**src/rtl/binary_mul_pkg.sv**
```systemverilog
// Shared types and helpers for the iterative Booth multiplier.
// Contents: FSM state enum, Booth digit encodings, iteration count, digit recoding.
package binary_mul_pkg;

    typedef enum logic [1:0] {
        IDLE = 2'd0,
        CALC = 2'd1,
        DONE = 2'd2
    } state_t;

    // Booth digits are held as 3-bit two's complement values in the range -2..+2.
    localparam logic [2:0] DIG_Z  = 3'b000;
    localparam logic [2:0] DIG_P1 = 3'b001;
    localparam logic [2:0] DIG_P2 = 3'b010;
    localparam logic [2:0] DIG_M2 = 3'b110;
    localparam logic [2:0] DIG_M1 = 3'b111;

    function automatic int iter_count(input int width, input int radix4);
        return (width + 2) / (1 + radix4);
    endfunction

    // Radix-4 recoding of {b[i+1], b[i], b[i-1]}. Radix-2 reuses it by passing {b[i], b[i], b[i-1]}.
    function automatic logic [2:0] booth_digit(input logic [2:0] trip);
        logic [2:0] dig;
        case (trip)
            3'b001, 3'b010: dig = DIG_P1;
            3'b011:         dig = DIG_P2;
            3'b100:         dig = DIG_M2;
            3'b101, 3'b110: dig = DIG_M1;
            default:        dig = DIG_Z;
        endcase
        return dig;
    endfunction

endpackage

```
**src/rtl/booth_pp_sel.sv**
```systemverilog
// Booth partial-product selector: scales the extended multiplicand by a digit
// in -2..+2 and shifts it to the digit position, all in 2*IW-bit arithmetic.
module booth_pp_sel
    import binary_mul_pkg::*;
#(
    parameter int IW = 18,
    parameter int SW = 6
) (
    input  logic [2:0]      digit_i,
    input  logic [IW-1:0]   a_ext_i,
    input  logic [SW-1:0]   shift_i,
    output logic [2*IW-1:0] pp_o
);

    logic [2*IW-1:0] a_wide;
    logic [2*IW-1:0] mag;

    always_comb begin
        a_wide = {{IW{a_ext_i[IW-1]}}, a_ext_i};
        case (digit_i)
            DIG_P1:  mag = a_wide;
            DIG_P2:  mag = a_wide << 1;
            DIG_M1:  mag = -a_wide;
            DIG_M2:  mag = -(a_wide << 1);
            default: mag = '0;
        endcase
        pp_o = mag << shift_i;
    end

endmodule

```
**src/rtl/binary_mul_seq_bi.sv**
```systemverilog
// Iterative radix-2/radix-4 Booth multiplier with valid/ready on both sides,
// runtime signed/unsigned mode and a full 2*WIDTH product.
module binary_mul_seq_bi
    import binary_mul_pkg::*;
#(
    parameter int WIDTH  = 16,
    parameter int RADIX4 = 0
) (
    input  logic               clk,
    input  logic               rst_n,
    input  logic               en,
    input  logic               in_valid,
    output logic               in_ready,
    input  logic               in_signed,
    input  logic [WIDTH-1:0]   A,
    input  logic [WIDTH-1:0]   B,
    output logic               out_valid,
    input  logic               out_ready,
    output logic [2*WIDTH-1:0] P,
    output logic               busy
);

    localparam int IW   = WIDTH + 2;
    localparam int ITER = iter_count(WIDTH, RADIX4);
    localparam int STEP = 1 + RADIX4;
    localparam int CW   = $clog2(ITER + 1);
    localparam int SW   = $clog2(2 * IW);
    localparam bit R4   = (RADIX4 != 0);

    state_t             state_q, state_d;
    logic [CW-1:0]      cnt_q, cnt_d;
    logic [IW-1:0]      a_q, a_d;
    logic [IW-1:0]      b_q, b_d;
    logic               bm1_q, bm1_d;
    logic [2*IW-1:0]    acc_q, acc_d;
    logic [2*WIDTH-1:0] p_q, p_d;
    logic               out_valid_q, out_valid_d;

    logic [2:0]         trip;
    logic [2:0]         digit;
    logic [SW-1:0]      shift;
    logic [2*IW-1:0]    pp;

    // B is consumed from its LSB end; the digit position comes from the counter.
    assign trip  = R4 ? {b_q[1], b_q[0], bm1_q} : {b_q[0], b_q[0], bm1_q};
    assign digit = booth_digit(trip);
    assign shift = SW'(cnt_q) << (STEP - 1);

    booth_pp_sel #(
        .IW(IW),
        .SW(SW)
    ) u_pp_sel (
        .digit_i(digit),
        .a_ext_i(a_q),
        .shift_i(shift),
        .pp_o   (pp)
    );

    always_ff @(posedge clk) begin
        if (!rst_n) begin
            state_q     <= IDLE;
            cnt_q       <= '0;
            a_q         <= '0;
            b_q         <= '0;
            bm1_q       <= 1'b0;
            acc_q       <= '0;
            p_q         <= '0;
            out_valid_q <= 1'b0;
        end else if (en) begin
            state_q     <= state_d;
            cnt_q       <= cnt_d;
            a_q         <= a_d;
            b_q         <= b_d;
            bm1_q       <= bm1_d;
            acc_q       <= acc_d;
            p_q         <= p_d;
            out_valid_q <= out_valid_d;
        end
    end

    // Registers only load while en=1, so en is already folded into both handshakes here.
    always_comb begin
        state_d     = state_q;
        cnt_d       = cnt_q;
        a_d         = a_q;
        b_d         = b_q;
        bm1_d       = bm1_q;
        acc_d       = acc_q;
        p_d         = p_q;
        out_valid_d = out_valid_q;
        case (state_q)
            IDLE: begin
                if (in_valid) begin
                    a_d     = in_signed ? {{2{A[WIDTH-1]}}, A} : {2'b00, A};
                    b_d     = in_signed ? {{2{B[WIDTH-1]}}, B} : {2'b00, B};
                    bm1_d   = 1'b0;
                    acc_d   = '0;
                    cnt_d   = '0;
                    state_d = CALC;
                end
            end
            CALC: begin
                acc_d = acc_q + pp;
                b_d   = b_q >> STEP;
                bm1_d = R4 ? b_q[1] : b_q[0];
                cnt_d = cnt_q + CW'(1);
                if (cnt_q == CW'(ITER - 1)) begin
                    state_d     = DONE;
                    p_d         = acc_d[2*WIDTH-1:0];
                    out_valid_d = 1'b1;
                end
            end
            DONE: begin
                if (out_ready) begin
                    state_d     = IDLE;
                    out_valid_d = 1'b0;
                end
            end
            default: state_d = IDLE;
        endcase
    end

    assign in_ready  = en & (state_q == IDLE);
    assign busy      = (state_q == CALC);
    assign out_valid = out_valid_q;
    assign P         = p_q;

endmodule

```
**config.mk**
```make
export PLATFORM = sky130hd
export DESIGN_NAME = binary_mul_seq_bi
export DESIGN_NICKNAME = d
export VERILOG_FILES = /design/src/rtl/binary_mul_pkg.sv /design/src/rtl/booth_pp_sel.sv /design/src/rtl/binary_mul_seq_bi.sv
export SDC_FILE = /design/constraint.sdc
export NUM_CORES = 1
export LEC_CHECK = 0
export BUFFER_PORTS_ARGS = -buffer_cell sky130_fd_sc_hd__buf_4
export CORE_ASPECT_RATIO = 0.9
export CORE_MARGIN = 2
export CORE_UTILIZATION = 40
export DETAILED_ROUTE_END_ITERATION = 12
export SYNTH_ARGS = -nofsm -noshare
export SYNTH_HDL_FRONTEND = slang
export SYNTH_HIERARCHICAL = 1
export SYNTH_SLANG_ARGS = --single-unit
```
**constraint.sdc**
```tcl
create_clock -name clk -period 6.5 [get_ports clk]
set_input_delay 0.65 -clock clk [delete_from_list [all_inputs] [get_ports clk]]
set_output_delay 0.65 -clock clk [all_outputs]
set_load 0.1 [all_outputs]
```
Word level (Yosys, flattened, before mapping) --
Index checks and enable logic that the tools add are counted.
Word-level totals: bits in latches 0, RAM bits 0, bits in read-only memories 0, bits in registers 113, output and inout port bits 35, memories 0, bits of input ports 38
Cells by class: multipliers 0, bitwise operators 1, eq/ne operators 16, $add $sub $neg 4, shift-type cells 1, order comparisons 0, muxes and demuxes 19, divide/modulo/power cells 0, reductions and logical operators 10
Operators by type and width (number):
- case mux 36 bit (4 select lines) | 1
- negation 36 bit | 2
- case mux 36 bit (2 select lines) | 1
- two-way mux 18 bit | 3
- adder 36 bit | 1
- two-way mux 36 bit | 1
- case mux 18 bit (2 select lines) | 1
- left shift 36 x 5 -> 36 bit | 1
- equality test 3 bit (second input constant) | 5
- case mux 3 bit (4 select lines) | 1
- case mux 5 bit (2 select lines) | 1
- equality test 3 x 2 -> 1 bit (second input constant) | 3
- AND reduction 3 bit | 3
- AND reduction 4 bit | 2
- equality test 3 x 1 -> 1 bit (second input constant) | 2
- two-way mux 2 bit | 3
- case mux 2 bit (3 select lines) | 1
- adder 5 x 1 -> 5 bit (second input constant) | 1
- equality test 5 bit (second input constant) | 1
- two-way mux 5 bit | 1
- inequality test 2 bit (second input constant) | 2
- case mux 1 bit (2 select lines) | 2
- nonzero test 2 bit | 2
- OR reduction 2 bit | 2
- 6 further kinds | 8

Logic depth before layout (Yosys ltp) --
Gate-level depths: netlist of the first run.
depth in word-level cells 8, depth in mapped cells 24, mapped depth without buffers 21

Hierarchy --
The synthesis of the first run kept the hierarchy.
By module, submodules not included:
- binary_mul_seq_bi | cells an instance 683, sequential area each 2162.1 um^2, instances 1, area each 5582.9 um^2
- booth_pp_sel | cells an instance 491, sequential area each 0.0 um^2, instances 1, area each 3106.7 um^2

Worst setup path after synthesis of the first run --
No wires, ideal clock.
path kind reg-to-reg, from register b_q[0], to register acc_q[28], setup slack 1.663 ns, required time 6.371 ns, setup time 0.129 ns, cell stages (with the launch flop) 23, arrival time 4.709 ns, cells stage by stage dfxtp_1 ha_1 buf_2 buf_2 buf_1 nor2_1 a22o_1 a22oi_1 o221ai_1 o31ai_1 nor2_1 a21oi_1 nor2_1 ha_1 a21o_1 a221o_1 a31o_1 a211o_1 a221o_1 a21oi_2 o221a_4 mux2i_1 o211ai_1
On the way: cells in the longest elaborated chain, start to end 8
RTL lines:
- start: declaration | line binary_mul_seq_bi.sv:33 | logic [IW-1:0] b_q, b_d;
- start signal: assignment | line binary_mul_seq_bi.sv:64 | b_q <= '0;
- start signal: assignment | line binary_mul_seq_bi.sv:73 | b_q <= b_d;
- equality test 3 bit (tied with other cells) | line binary_mul_pkg.sv:25 | case (trip)
- OR reduction 2 bit | line binary_mul_pkg.sv:25
- case mux 3 bit (4 select lines) (*) | line binary_mul_pkg.sv:25
- via digit[1] | line binary_mul_seq_bi.sv:40 | logic [2:0] digit;
- equality test 3 bit (tied with other cells) | line booth_pp_sel.sv:20 | case (digit_i)
- case mux 36 bit (4 select lines) (*) | line booth_pp_sel.sv:20
- left shift 36 x 5 -> 36 bit (*) | line booth_pp_sel.sv:27 | pp_o = mag << shift_i;
- via pp[4] | line binary_mul_seq_bi.sv:42 | logic [2*IW-1:0] pp;
- adder 36 bit (*) | line binary_mul_seq_bi.sv:103 | acc_d = acc_q + pp;
- case mux 36 bit (2 select lines) (*) | line binary_mul_seq_bi.sv:91 | case (state_q)
- end signal: assignment | line binary_mul_seq_bi.sv:66 | acc_q <= '0;
- end signal: assignment | line binary_mul_seq_bi.sv:75 | acc_q <= acc_d;
- end: declaration | line binary_mul_seq_bi.sv:35 | logic [2*IW-1:0] acc_q, acc_d;
The timed path passes the listed nets; every way through them passes the cells marked *. A chain may end at the register's enable or synchronous reset.

Worst setup path after layout of the first run --
from register bm1_q, to register p_q[28], in the netlist P[28]
On the way: cells in the longest elaborated chain, start to end 7
RTL lines:
- start: declaration | line binary_mul_seq_bi.sv:34 | logic bm1_q, bm1_d;
- start signal: assignment | line binary_mul_seq_bi.sv:74 | bm1_q <= bm1_d;
- equality test 3 bit (tied with other cells) | line binary_mul_pkg.sv:25
- OR reduction 2 bit | line binary_mul_pkg.sv:25
- case mux 3 bit (4 select lines) (*) | line binary_mul_pkg.sv:25
- via digit[0] | line binary_mul_seq_bi.sv:40
- equality test 3 bit (tied with other cells) | line booth_pp_sel.sv:20
- case mux 36 bit (4 select lines) (*) | line booth_pp_sel.sv:20
- left shift 36 x 5 -> 36 bit (*) | line booth_pp_sel.sv:27
- via pp[8] | line binary_mul_seq_bi.sv:42
- adder 36 bit (*) | line binary_mul_seq_bi.sv:103
- end signal: assignment | line binary_mul_seq_bi.sv:76 | p_q <= p_d;
- end: declaration | line binary_mul_seq_bi.sv:36 | logic [2*WIDTH-1:0] p_q, p_d;
Marks and branches as above.

==> metrics.txt, run 1 <==
Core Util, Final=0.459; slew margin rel.=0.465; first-pass GRT wire length=42,900 µm; leak pwr=3.63 nW; synthesized instance count=1,155; layout cells sized above 1=0.129; Setup violations, final=0; Die ar.=0.0226 mm²; Hold Path Sink=P[21]; Area Overhead vs Synth=11.9%; Seq pwr share=0.452; CTS tree=yes; Die Y-Extent=143 µm; Sinks on Clock Net=108; post-DP HPWL=19,300 µm; GRT overflow=0; multi-input logic area=0.00596 mm²; largest net degree at the start of global routing=60; Non-Filler Instances=1,464; CTS max path bufs=2; number of buffers created by CTS=9; initial antenna violation count=0; crit start category=flip-flop; Post-CTS Setup Bufs=0; FF-to-FF path depth=21; clock slew at reported path FFs=0.09 ns; IO buf count=72; post-placement cell count=1,448; Slew Viols, Final=0; mapped cell area=0.00857 mm²; power share of the clock group=0.389; Crit Reg-Reg Endpoint=P[28]; Core Box Area=0.0209 mm²; slew of the pin with the lowest slew margin=0.803 ns; setup TNS=0 ns; residual DRC count=0; vias in the first global route=8,201; crit path kind=flip-flop to flip-flop; vias per cell=6.06; Root Driver=clkbuf_16; GP Congestion=0.964; Worst Skew=0.0134 ns; FP Rows=50; nets=1,247; total global-route track usage=0.236; max_cap viols=0; synth warn=6; Starting Density=0.410; Antenna Cells=0; final hold vios=0; Syn Area/Cell=7.42 µm²; DRT iter0 DRCs=742; Switch Pwr=0.501 mW; die width=158 µm; final worst-path cycle share=0.905; Worst Hold Class=flip-flop to flip-flop; FF-to-FF Start=bm1_q; Hold-fix buffers, CTS=0; switching part of the total power=0.325; hold_ws=0.457 ns; fmax=170 MHz; Worst EP required=6.80 ns; peak supply drop=111 µV; RSZ-0062 raised after global routing=false; Final ANT Viol Nets=0; hold wc startpoint=P[21]; post-cts gate resize count=0; Skew-Pair Late Insertion Delay=0.37 ns; register-to-register setup slack=0.62 ns; routed wire length=26,400 µm; FF/Latch Area=0.00216 mm²; DR vias=8,879; total power=1.54 mW; Setup crit end kind=flip-flop; router iterations before antenna repair=5; Ports=73; hold depth=2; post-route minimum period=5.88 ns; Routed wire per std cell=18.0 µm; Cell Int Power=1.04 mW; pwr/cell area=161 mW/mm²; H-tree lvl count=3; Gate power share=0.159; fill cell count=2,146; outcome=finished, final reports clean; Critical Path AT=6.19 ns; Crit Path Max Fanout=16
-- state kept, by name, indices dropped and copies added (netlist names) --
name,count
b_q,18
P,32
state_q,2
bm1_q,1
acc_q,32
a_q,17
cnt_q,5
out_valid,1
-- placed cells by master, fill, tap and decap left out, types with 14 or more instances in the layout --
cell type / n
nand2b_1: 15
nand2_1: 151
buf_4: 94
xnor2_1: 23
nor3_1: 32
a21o_1: 18
a211oi_1: 31
inv_1: 21
o221ai_1: 25
dfxtp_1: 108
nand3_1: 21
a21oi_1: 134
nor2_1: 102
a22oi_1: 22
o21ai_0: 38
a22o_1: 14
ha_1: 35
a31oi_1: 14
xor2_1: 17
-- cell type report --
type / instances / area share
multi-input combinational: 935 / 0.621
sequential: 108 / 0.225
timing repair buffer: 94 / 0.0736
tap: 286 / 0.0373
clock buffer: 9 / 0.0235
inverter: 25 / 0.00979
clock inverter: 7 / 0.00926
-- through the flow --
stage	cell area (µm²)	setup WS, ns
after global placement	9280	0.835
after global routing	9590	0.219
after CTS	9590	0.815
final	9590	0.615
after floorplan	8580	1.67
after detailed placement	9280	0.846
-- metal layers --
layer,track usage,share of wire
met3,0.0416,0.066
met5,0,0
met4,0.0545,0.017
met2,0.359,0.43
met1,0.346,0.49
-- how the worst max path moves through the flow --
stage,slack (ns),endpoint,startpoint,cells past startpoint
after floorplan,1.67,acc_q[28],b_q[0],22
after global placement,0.84,P[28],bm1_q,22
after detailed placement,0.85,acc_q[28],bm1_q,22
after CTS,0.82,acc_q[28],bm1_q,21
after global routing,0.22,P[28],b_q[0],19
final,0.62,P[28],bm1_q,21
-- worst max-delay path, stage by stage (launching register included) --
cell	delay [ns]
dfxtp_1	0.33
inv_1	0.04
ha_1	0.26
inv_1	0.30
buf_4	0.23
nor2b_1	0.24
xnor2_1	0.20
nand2b_1	0.49
a21oi_1	0.14
o311ai_0	0.38
o31ai_1	0.18
a22oi_1	0.46
nor2_1	0.17
ha_1	0.42
and3_1	0.22
a31o_1	0.27
a211o_1	0.23
a221o_1	0.18
a21oi_2	0.07
o221a_4	0.23
or4b_2	0.62
a31oi_1	0.15
-- power by group through the flow --
| stage | registers (mW) | clock network, mW | logic [mW] |
|---|---|---|---|
| after global routing | 0.701 | 0.636 | 0.269 |
| after CTS | 0.697 | 0.612 | 0.243 |
| after detailed placement | 0.713 | 0 | 0.242 |
| after floorplan | 0.699 | 0 | 0.182 |
| final | 0.698 | 0.600 | 0.246 |
| after global placement | 0.712 | 0 | 0.241 |
No activity file was read; power rests on OpenSTA's default activity.
==> run 2: changes to the inputs <==
--- a/config.mk
+++ b/config.mk
@@ -5,6 +5,7 @@
 export SDC_FILE = /design/constraint.sdc
 export NUM_CORES = 1
 export LEC_CHECK = 0
+export ABC_AREA = 1
 export BUFFER_PORTS_ARGS = -buffer_cell sky130_fd_sc_hd__buf_4
 export CORE_ASPECT_RATIO = 0.9
 export CORE_MARGIN = 2
==> metrics.txt, run 2 <==
hold_ws=0.474 ns; Die Y-Extent=147 µm; outcome=finished, final reports clean; final hold vios=0; total global-route track usage=0.248; synthesized instance count=1,605; Syn Area/Cell=5.65 µm²; CTS tree=yes; post-DP HPWL=22,500 µm; hold wc startpoint=acc_q[4]; H-tree lvl count=3; DR vias=10,000; router iterations before antenna repair=5; slew of the pin with the lowest slew margin=0.996 ns; pre-CTS setup slack=2.26 ns; Skew-Pair Late Insertion Delay=0.37 ns; Sinks on Clock Net=108; Max stage delay cell, worst path=nand3_1; pwr/cell area=166 mW/mm²; GP Congestion=0.962; post-route minimum period=4.41 ns; crit path launch=bm1_q; CTS max path bufs=2; Routed wire per std cell=14.8 µm; most frequent cells in the layout=nand2_1, nor2_1, inv_1; crit start category=flip-flop; Ports=73; crit path kind=flip-flop to flip-flop; synth warn=6; DP Area=0.00979 mm²; Antenna Cells=0; final worst-path cycle share=0.679; vias per cell=5.15; Core Util, Final=0.452; Non-Filler Instances=1,946; largest net degree at the start of global routing=42; clock slew at reported path FFs=0.08 ns; WP buf/inv=5; residual DRC count=0; fill cell count=2,473; vias in the first global route=9,213; DRT iter0 DRCs=835; die width=163 µm; FP Rows=52; Post-CTS Setup Bufs=0; Die ar.=0.0239 mm²; post-placement cell count=1,930; Crit path top cell by count=nand2_1; PnR worst setup slack=2.09 ns; Setup crit end kind=flip-flop; Core Box Area=0.0224 mm²; Worst Hold Class=flip-flop to flip-flop; RSZ-0062 raised after global routing=false; post-cts gate resize count=0; peak supply drop=116 µV; routed wire length=28,800 µm; Worst path top cell family by delay=simple AND/OR/NAND/NOR gates; total power=1.68 mW; Critical Path AT=4.69 ns; leak pwr=5.28 nW; IO buf count=72; commonest non-fill, non-tap cell in the layout=nand2_1; post-route cell area=0.0101 mm²; mapped cell area=0.00907 mm²; number of buffers created by CTS=9; Setup violations, final=0; FF-to-FF Start=bm1_q; Area Overhead vs Synth=11.4%; Crit Path Max Fanout=13; Slew Viols, Final=0; GRT overflow=0; Worst path max stage delay=0.39 ns; slew margin rel.=0.334; layout cells sized above 1=0.0800; setup TNS=0 ns; max_cap viols=0; fmax=227 MHz; Hold-fix buffers, CTS=0; Starting Density=0.405; first-pass GRT wire length=47,600 µm; Worst Skew=0.00875 ns; initial antenna violation count=0; Worst EP required=6.78 ns; nets=1,718; Root Driver=clkbuf_16; Final ANT Viol Nets=0
-- run 2: where the power goes --
group          leakage, nW  internal, mW  switching (mW)  total, mW
combinational         4.25         0.115           0.262      0.377
sequential           0.877         0.682          0.0203      0.703
clock                0.152         0.280           0.318      0.597
total                 5.28          1.08           0.600       1.68
-- run 2: area by class of cell --
class	count	area, µm²	share of cell area
Inverter	228	856	0.0847
Tap cell	297	372	0.0368
Sequential cell	108	2160	0.214
Multi-Input combinational cell	1217	5800	0.574
Clock buffer	9	225	0.0223
Timing Repair Buffer	80	601	0.0594
Clock inverter	7	91.3	0.00904
-- run 2: worst paths after layout --
| check | endpoint | slack (ns) | cells past startpoint |
|---|---|---|---|
| worst max-delay path | P[28] | 2.09 | 26 |
| worst min-delay path | acc_q[4] | 0.47 | 2 |
| worst max register to register | P[28] | 2.09 | 26 |
| worst min register to register | acc_q[4] | 0.47 | 2 |
-- run 2: per-layer routing --
layer,track usage,wire length (µm)
met5,0,0
met4,0.0588,468
met3,0.0505,2140
met2,0.369,11600
met1,0.366,14600
-- run 2: worst register-to-register path, delay by kind of cell, from the launching register on --
family          cells  cell delay [ns]
compound gates      2             0.56
fa+ha+maj           2             0.64
simple gates       17             2.33
buf+inv             5             0.48
flops               1             0.33
